[src/rtl/led_pattern_seq_if.sv]
// led_pattern_seq_if: scanner bus; enable/fclk/mode in, led1..led8 levels, pos and step_strobe out
interface led_pattern_seq_if;
  logic enable;
  logic fclk;
  logic mode;
  logic [7:0] led1, led2, led3, led4, led5, led6, led7, led8;
  logic [2:0] pos;
  logic step_strobe;
  modport master (
    output enable, fclk, mode,
    input  led1, led2, led3, led4, led5, led6, led7, led8, pos, step_strobe
  );
  modport slave (
    input  enable, fclk, mode,
    output led1, led2, led3, led4, led5, led6, led7, led8, pos, step_strobe
  );
endinterface

[src/rtl/led_pattern_seq.sv]
// led_pattern_seq: bouncing/wrapping scanner dot with decaying tail, stepped on PWM frame ticks; ports clk, reset, bus (slave: enable, fclk, mode in; led1..led8, pos, step_strobe out)
module led_pattern_seq #(
  parameter int STEP_FRAMES = 4,
  parameter int DECAY_SHIFT = 1,
  parameter logic [7:0] PEAK = 8'hFF
) (
  input logic clk,
  input logic reset,
  led_pattern_seq_if.slave bus
);
  typedef enum logic {UP, DOWN} dir_t;
  localparam logic [7:0] LAST = 8'(STEP_FRAMES - 1);
  dir_t dir, dir_n;
  logic fclk_d, tick, adv, step, strobe;
  logic [7:0] cnt, cnt_n;
  logic [2:0] pos_q, pos_n;
  logic [7:0] lvl [8];
  logic [7:0] lvl_n [8];
  always_comb begin
    tick = bus.fclk & ~fclk_d;
    adv = tick & bus.enable;
    step = adv & (cnt == LAST);
    cnt_n = adv ? (step ? 8'd0 : cnt + 8'd1) : cnt;
    pos_n = pos_q;
    dir_n = dir;
    if (step) begin
      if (bus.mode) begin
        pos_n = pos_q + 3'd1;
        dir_n = UP;
      end else if (dir == UP) begin
        pos_n = (pos_q == 3'd7) ? 3'd6 : pos_q + 3'd1;
        dir_n = (pos_q == 3'd7) ? DOWN : UP;
      end else begin
        pos_n = (pos_q == 3'd0) ? 3'd1 : pos_q - 3'd1;
        dir_n = (pos_q == 3'd0) ? UP : DOWN;
      end
    end
    for (int i = 0; i < 8; i++)
      lvl_n[i] = !step ? lvl[i] : (3'(i) == pos_n) ? PEAK : lvl[i] >> DECAY_SHIFT;
  end
  always_ff @(posedge clk) begin
    if (reset) begin
      for (int i = 0; i < 8; i++) lvl[i] <= (i == 0) ? PEAK : 8'd0;
      pos_q <= 3'd0;
      dir <= UP;
      cnt <= 8'd0;
      fclk_d <= 1'b0;
      strobe <= 1'b0;
    end else begin
      for (int i = 0; i < 8; i++) lvl[i] <= lvl_n[i];
      pos_q <= pos_n;
      dir <= dir_n;
      cnt <= cnt_n;
      fclk_d <= bus.fclk;
      strobe <= step;
    end
  end
  assign bus.led1 = lvl[0];
  assign bus.led2 = lvl[1];
  assign bus.led3 = lvl[2];
  assign bus.led4 = lvl[3];
  assign bus.led5 = lvl[4];
  assign bus.led6 = lvl[5];
  assign bus.led7 = lvl[6];
  assign bus.led8 = lvl[7];
  assign bus.pos = pos_q;
  assign bus.step_strobe = strobe;
endmodule

[src/flat_wrapper.sv]
// flat-port wrapper written by rule: the top's interface ports become plain ports
module led_pattern_seq_flat 
#(
  parameter int STEP_FRAMES = 4,
  parameter int DECAY_SHIFT = 1,
  parameter logic [7:0] PEAK = 8'hFF
)
  (clk, reset, bus_enable, bus_fclk, bus_mode, bus_led1, bus_led2, bus_led3, bus_led4, bus_led5, bus_led6, bus_led7, bus_led8, bus_pos, bus_step_strobe);
  led_pattern_seq_if bus_i ();
  input logic clk;
  input logic reset;
  input wire logic [$bits(bus_i.enable)-1:0] bus_enable;
  input wire logic [$bits(bus_i.fclk)-1:0] bus_fclk;
  input wire logic [$bits(bus_i.mode)-1:0] bus_mode;
  output wire logic [$bits(bus_i.led1)-1:0] bus_led1;
  output wire logic [$bits(bus_i.led2)-1:0] bus_led2;
  output wire logic [$bits(bus_i.led3)-1:0] bus_led3;
  output wire logic [$bits(bus_i.led4)-1:0] bus_led4;
  output wire logic [$bits(bus_i.led5)-1:0] bus_led5;
  output wire logic [$bits(bus_i.led6)-1:0] bus_led6;
  output wire logic [$bits(bus_i.led7)-1:0] bus_led7;
  output wire logic [$bits(bus_i.led8)-1:0] bus_led8;
  output wire logic [$bits(bus_i.pos)-1:0] bus_pos;
  output wire logic [$bits(bus_i.step_strobe)-1:0] bus_step_strobe;
  assign bus_i.enable = bus_enable;
  assign bus_i.fclk = bus_fclk;
  assign bus_i.mode = bus_mode;
  assign bus_led1 = bus_i.led1;
  assign bus_led2 = bus_i.led2;
  assign bus_led3 = bus_i.led3;
  assign bus_led4 = bus_i.led4;
  assign bus_led5 = bus_i.led5;
  assign bus_led6 = bus_i.led6;
  assign bus_led7 = bus_i.led7;
  assign bus_led8 = bus_i.led8;
  assign bus_pos = bus_i.pos;
  assign bus_step_strobe = bus_i.step_strobe;
  led_pattern_seq #(.STEP_FRAMES(STEP_FRAMES), .DECAY_SHIFT(DECAY_SHIFT), .PEAK(PEAK)) u_core (.clk(clk), .reset(reset), .bus(bus_i));
endmodule
[config.mk]
export PLATFORM = sky130hd
export DESIGN_NAME = led_pattern_seq_flat
export DESIGN_NICKNAME = d
export VERILOG_FILES = /design/src/rtl/led_pattern_seq_if.sv /design/src/rtl/led_pattern_seq.sv /design/src/flat_wrapper.sv
export SDC_FILE = /design/constraint.sdc
export NUM_CORES = 1
export LEC_CHECK = 0
export CAP_MARGIN = 15
export CORE_ASPECT_RATIO = 1.5
export CORE_MARGIN = 2
export CORE_UTILIZATION = 43
export CTS_CLUSTER_SIZE = 12
export DETAILED_ROUTE_END_ITERATION = 8
export GPL_TIMING_DRIVEN = 0
export PLACE_DENSITY = 0.79
export SLEW_MARGIN = 30
export SYNTH_ARGS = -nofsm -noshare
export SYNTH_HDL_FRONTEND = slang
export SYNTH_SLANG_ARGS = --single-unit
[constraint.sdc]
create_clock -name clk -period 3.1 [get_ports clk]
set_clock_uncertainty 0.2 [all_clocks]
set_input_delay 0.62 -clock clk [delete_from_list [all_inputs] [get_ports clk]]
set_output_delay 0.62 -clock clk [all_outputs]
set_load 0.01 [all_outputs]
## After elaboration in Yosys (flattened, before gate mapping)

Memory sizes are Yosys's and may differ from the RTL's.
Cells that the tools add are included.

- Register bits after elaboration: 14
- RAM bits: 64
- Bits of input ports: 5
- Output and inout bits: 68
- Logic and storage cells: 69
- Memories: 1

- Add/sub/neg operators: 3
- Eq/ne operators: 9
- Mux-type cells: 37
- Bitwise logic cells: 12
- Reduce and logical (&&, ||, !) cells: 2

Memories:

| name | words | width | read ports | clocked after memory_dff | wr ports | RTL line | text |
|---|---|---|---|---|---|---|---|
| u_core.lvl | 8 | 8 | 8 | 0 | 8 | led_pattern_seq.sv:17 | `logic [7:0] lvl [8];` |

Operators with widths:

| cell | number |
|---|---|
| $mux 8 | 25 |
| $mux 3 | 5 |
| $eq 3x3->1 const A | 4 |
| $add 8x1->8 const B | 1 |
| $eq 8x2->1 const B | 1 |
| $or 1x1->1 | 8 |
| $mux 1 | 7 |
| $eq 2x3->1 const A | 2 |
| $logic_not 3->1 | 2 |
| $add 3x1->3 const B | 1 |
| $and 1x1->1 | 3 |
| $eq 1x3->1 const A | 1 |
| $eq 3x3->1 const B | 1 |
| $sub 3x1->3 const B | 1 |
| $not 1->1 | 1 |

## Longest topological paths before layout

- Word-level depth: 9
- Mapped depth: 10

## Worst setup path after synthesis

OpenSTA, ideal clock, no wires.

- Kind: flip-flop to flip-flop
- From: register u_core.pos_q[1], in the netlist u_core.bus.pos[1]
- To: memory u_core.lvl[6][0], in the netlist u_core.lvl[3][0]
- Setup time: 0.059 ns
- Arrival time: 2.142 ns
- Setup slack: 0.699 ns
- Cell stages (with the launch flop): 9
- Buffers on the path: 0
- Clock period less this slack: 2.401 ns
- Cells stage by stage: dfxtp_1 -> ha_1 -> inv_1 -> ha_1 -> nand2b_1 -> o31a_1 -> o221ai_1 -> o21ai_2 -> o221a_2

RTL lines:

| element | RTL line | text |
|---|---|---|
| from (decl) | led_pattern_seq.sv:16 | `logic [2:0] pos_q, pos_n;` |
| from (signal assigned) | led_pattern_seq.sv:51 | `pos_q <= pos_n;` |
| to (decl) | led_pattern_seq.sv:17 |  |

==> results.toml <==
[outcome]
outcome = "finished, final reports clean"

[logic_synthesis]
synth_top_area_share_pct = 49.1
synth.area.top_cells = "dfxtp_1, o221a_2, ha_1"
synth_nets = 297
syn_area_mm2 = 0.00318
synth_area_per_cell_um2 = 11.2
yosysSeqAreaShare_pct = 49.1
synth_top_cell_by_area = "dfxtp_1"
async_flop_share_pct = 0
syn_inst = 284
synth-edff-count = 0
synth_seq_cells = 78
synth.distinct_cells = 46
synth_ff_type = "dfxtp_1"
yosys_warnings = 0

[setup_path]
required_ns = 3.17
worst_setup_path_end_kind = "register"
start_kind = "input port"
crit_path_max_fanout = 7
cp.arrival_ns = 2.81
critPathKind = "in -> reg"

[cells_and_area]
nFillCells = 622
fin_nets = 378
layout_commonest_cell = "dfxtp_1"
antennaDiodeCount = 0
drive_gt1_share_pct = 24.1
area_delta_synth_final_pct = 32.9
final_cell_area_mm2 = 0.00423
final_cell_mix = "dfxtp_1, clkdlybuf4s50_1, o221a_2, nand2_1, clkbuf_1"

[detailed_routing]
drt_first_pass_iters = 4
wl_um = 7190
drc = 0
via_count = 2615
viasPerCell = 5.58
post_drt_wl_per_cell_um = 15.3
ant_nets = 0
drt_iter0_markers = 209

[pwr]
power_density_mw_per_mm2 = 448
p_seq_share_pct = 53.2
p_leak_nw = 1.50
clkPwrFrac_pct = 44.5
peakVddDrop_mv = 0.230
switchingPower_mw = 0.384
p_sw_share_pct = 20.3
combPwrFrac_pct = 2.3
p_int_mw = 1.51

[hold_path]
hold_class = "reg -> reg"

[global_routing]
gr-usage-all-layers_pct = 18.5
grt_max_degree = 13
antenna_found_initial = 0
grt_pass1_wl_um = 11500
grt_pass1_vias = 2410
grt_overflow = 0

[clock_tree]
post-cts-setup-buffers = 0
clkLatencyLatePin_ns = 0.35
post_cts_resize_count = 0
clkTransAtPathRegs_ns = 0.08
cts.htree.levels = 3
cts_root_buf = "clkbuf_8"
cts_made_buffers = 9
tritoncts = "yes"
cts.sinks = 78
clockBufferDepth = 2
hold_buffers = 0

[place]
gp_congestion = 0.823
place_area_mm2 = 0.00401
io_buffers = 70
place_ws_ns = 0.0226
place_hpwl_um = 5360

[sta]
finalCritPeriodShare_pct = 88.5
slew-limit-headroom_pct = 62.7
hold_violations = 0
setup_viol = 0
layout_min_cycle_time_ns = 2.74
slew_viol_final = 0
worst_slew_pin_slew_ns = 0.560
clock.fmax_ghz = 0.365
rsz0062_at_grt = "false"
setup_tns_ns = 0
setup_slack_ns = 0.357

[floorplan]
die_h_um = 109
core.rowCount = 38
core_mm2 = 0.00723
dieArea_mm2 = 0.00811
ios = 73
die_w_um = 74.2
start_util_pct = 44.0

[job]
drv_cap = 0
-- metrics by stage --
stage / hold slack, ns / std cells / total power, mW / utilization, %
6_report: 0.272 / 469 / 1.89 / 58.5
5_1_grt: 0.307 / 469 / 1.94 / 58.5
4_1_cts: 0.276 / 469 / 1.90 / 58.5
3_5_place_dp: 0.265 / 454 / 1.07 / 55.4
3_3_place_gp: 0.255 / 454 / 1.07 / 55.4
2_1_floorplan: 0.249 / 284 / 1.06 / -
-- synth_stat cells (5+ instances only) --
master    count
a211oi_1      5
a21oi_1      10
a22oi_1       5
clkbuf_1     15
dfxtp_1      78
ha_1          8
inv_1         5
nand2_1      16
nor2_1       11
nor3_1       10
o221a_2      49
o22ai_1       8
xor2_1        5
-- registers in the layout, summed over array words and instances (netlist names) --
signal / cells
u_core.lvl: 64
u_core.fclk_d: 1
u_core.bus.step_strobe: 1
u_core.dir: 1
u_core.bus.pos: 3
u_core.cnt: 8
-- worst max-delay path, stage by stage --
cell	delay, ns
clkdlybuf4s50_1	0.52
and4b_1	0.19
clkbuf_1	0.23
nand4_1	0.25
o22ai_1	0.51
nand2_2	0.21
o32ai_2	0.27
-- final cells by class --
cell class | instances | area, um^2 | area share [%]
timing repair buffer | 70 | 701 | 16.6
multi-input combinational | 178 | 1490 | 35.2
clock buffer | 11 | 151 | 3.58
buffer | 22 | 106 | 2.52
tap | 100 | 125 | 2.96
sequential | 78 | 1560 | 36.9
clock inverter | 4 | 70.1 | 1.66
inverter | 6 | 22.5 | 0.533
-- cells by family (layout without fill, tap and decap cells) --
| logic type | Yosys count | in the layout | share of synthesized area (%) |
|---|---|---|---|
| buf+inv | 28 | 113 | 4.05 |
| fa+ha+maj | 8 | 8 | 3.15 |
| compound gates | 101 | 101 | 31.4 |
| simple gates | 64 | 64 | 10.9 |
| xor+xnor | 5 | 5 | 1.38 |
| flops | 78 | 78 | 49.1 |
-- worst paths after layout --
check	startpoint	endpoint	slack (ns)	depth (start not counted)
max reg2reg	u_core.bus.pos[1]	u_core.lvl[3][11]	0.40	9
min	u_core.lvl[1][7]	u_core.lvl[1][7]	0.27	2
min reg2reg	u_core.lvl[1][7]	u_core.lvl[1][7]	0.27	2
max	bus_fclk	u_core.lvl[2][7]	0.36	7
-- metal layers --
metal | vias up | GRT usage, % | wire [um]
met5 | - | 0 | 0
met4 | 0 | 9.44 | 170
met3 | 14 | 4.03 | 238
met1 | 1267 | 21.5 | 3010
li1 | 1277 | - | -
met2 | 57 | 31.3 | 3770
-- power groups by stage --
stage | sequential, mW | clock [mW] | combinational, mW
2_1_floorplan | 1.03 | 0 | 0.0300
3_3_place_gp | 1.03 | 0 | 0.0428
3_5_place_dp | 1.03 | 0 | 0.0437
4_1_cts | 1.01 | 0.849 | 0.0438
5_1_grt | 1.01 | 0.891 | 0.0479
6_report | 1.01 | 0.843 | 0.0437
Power figures use the tool's default switching activity.
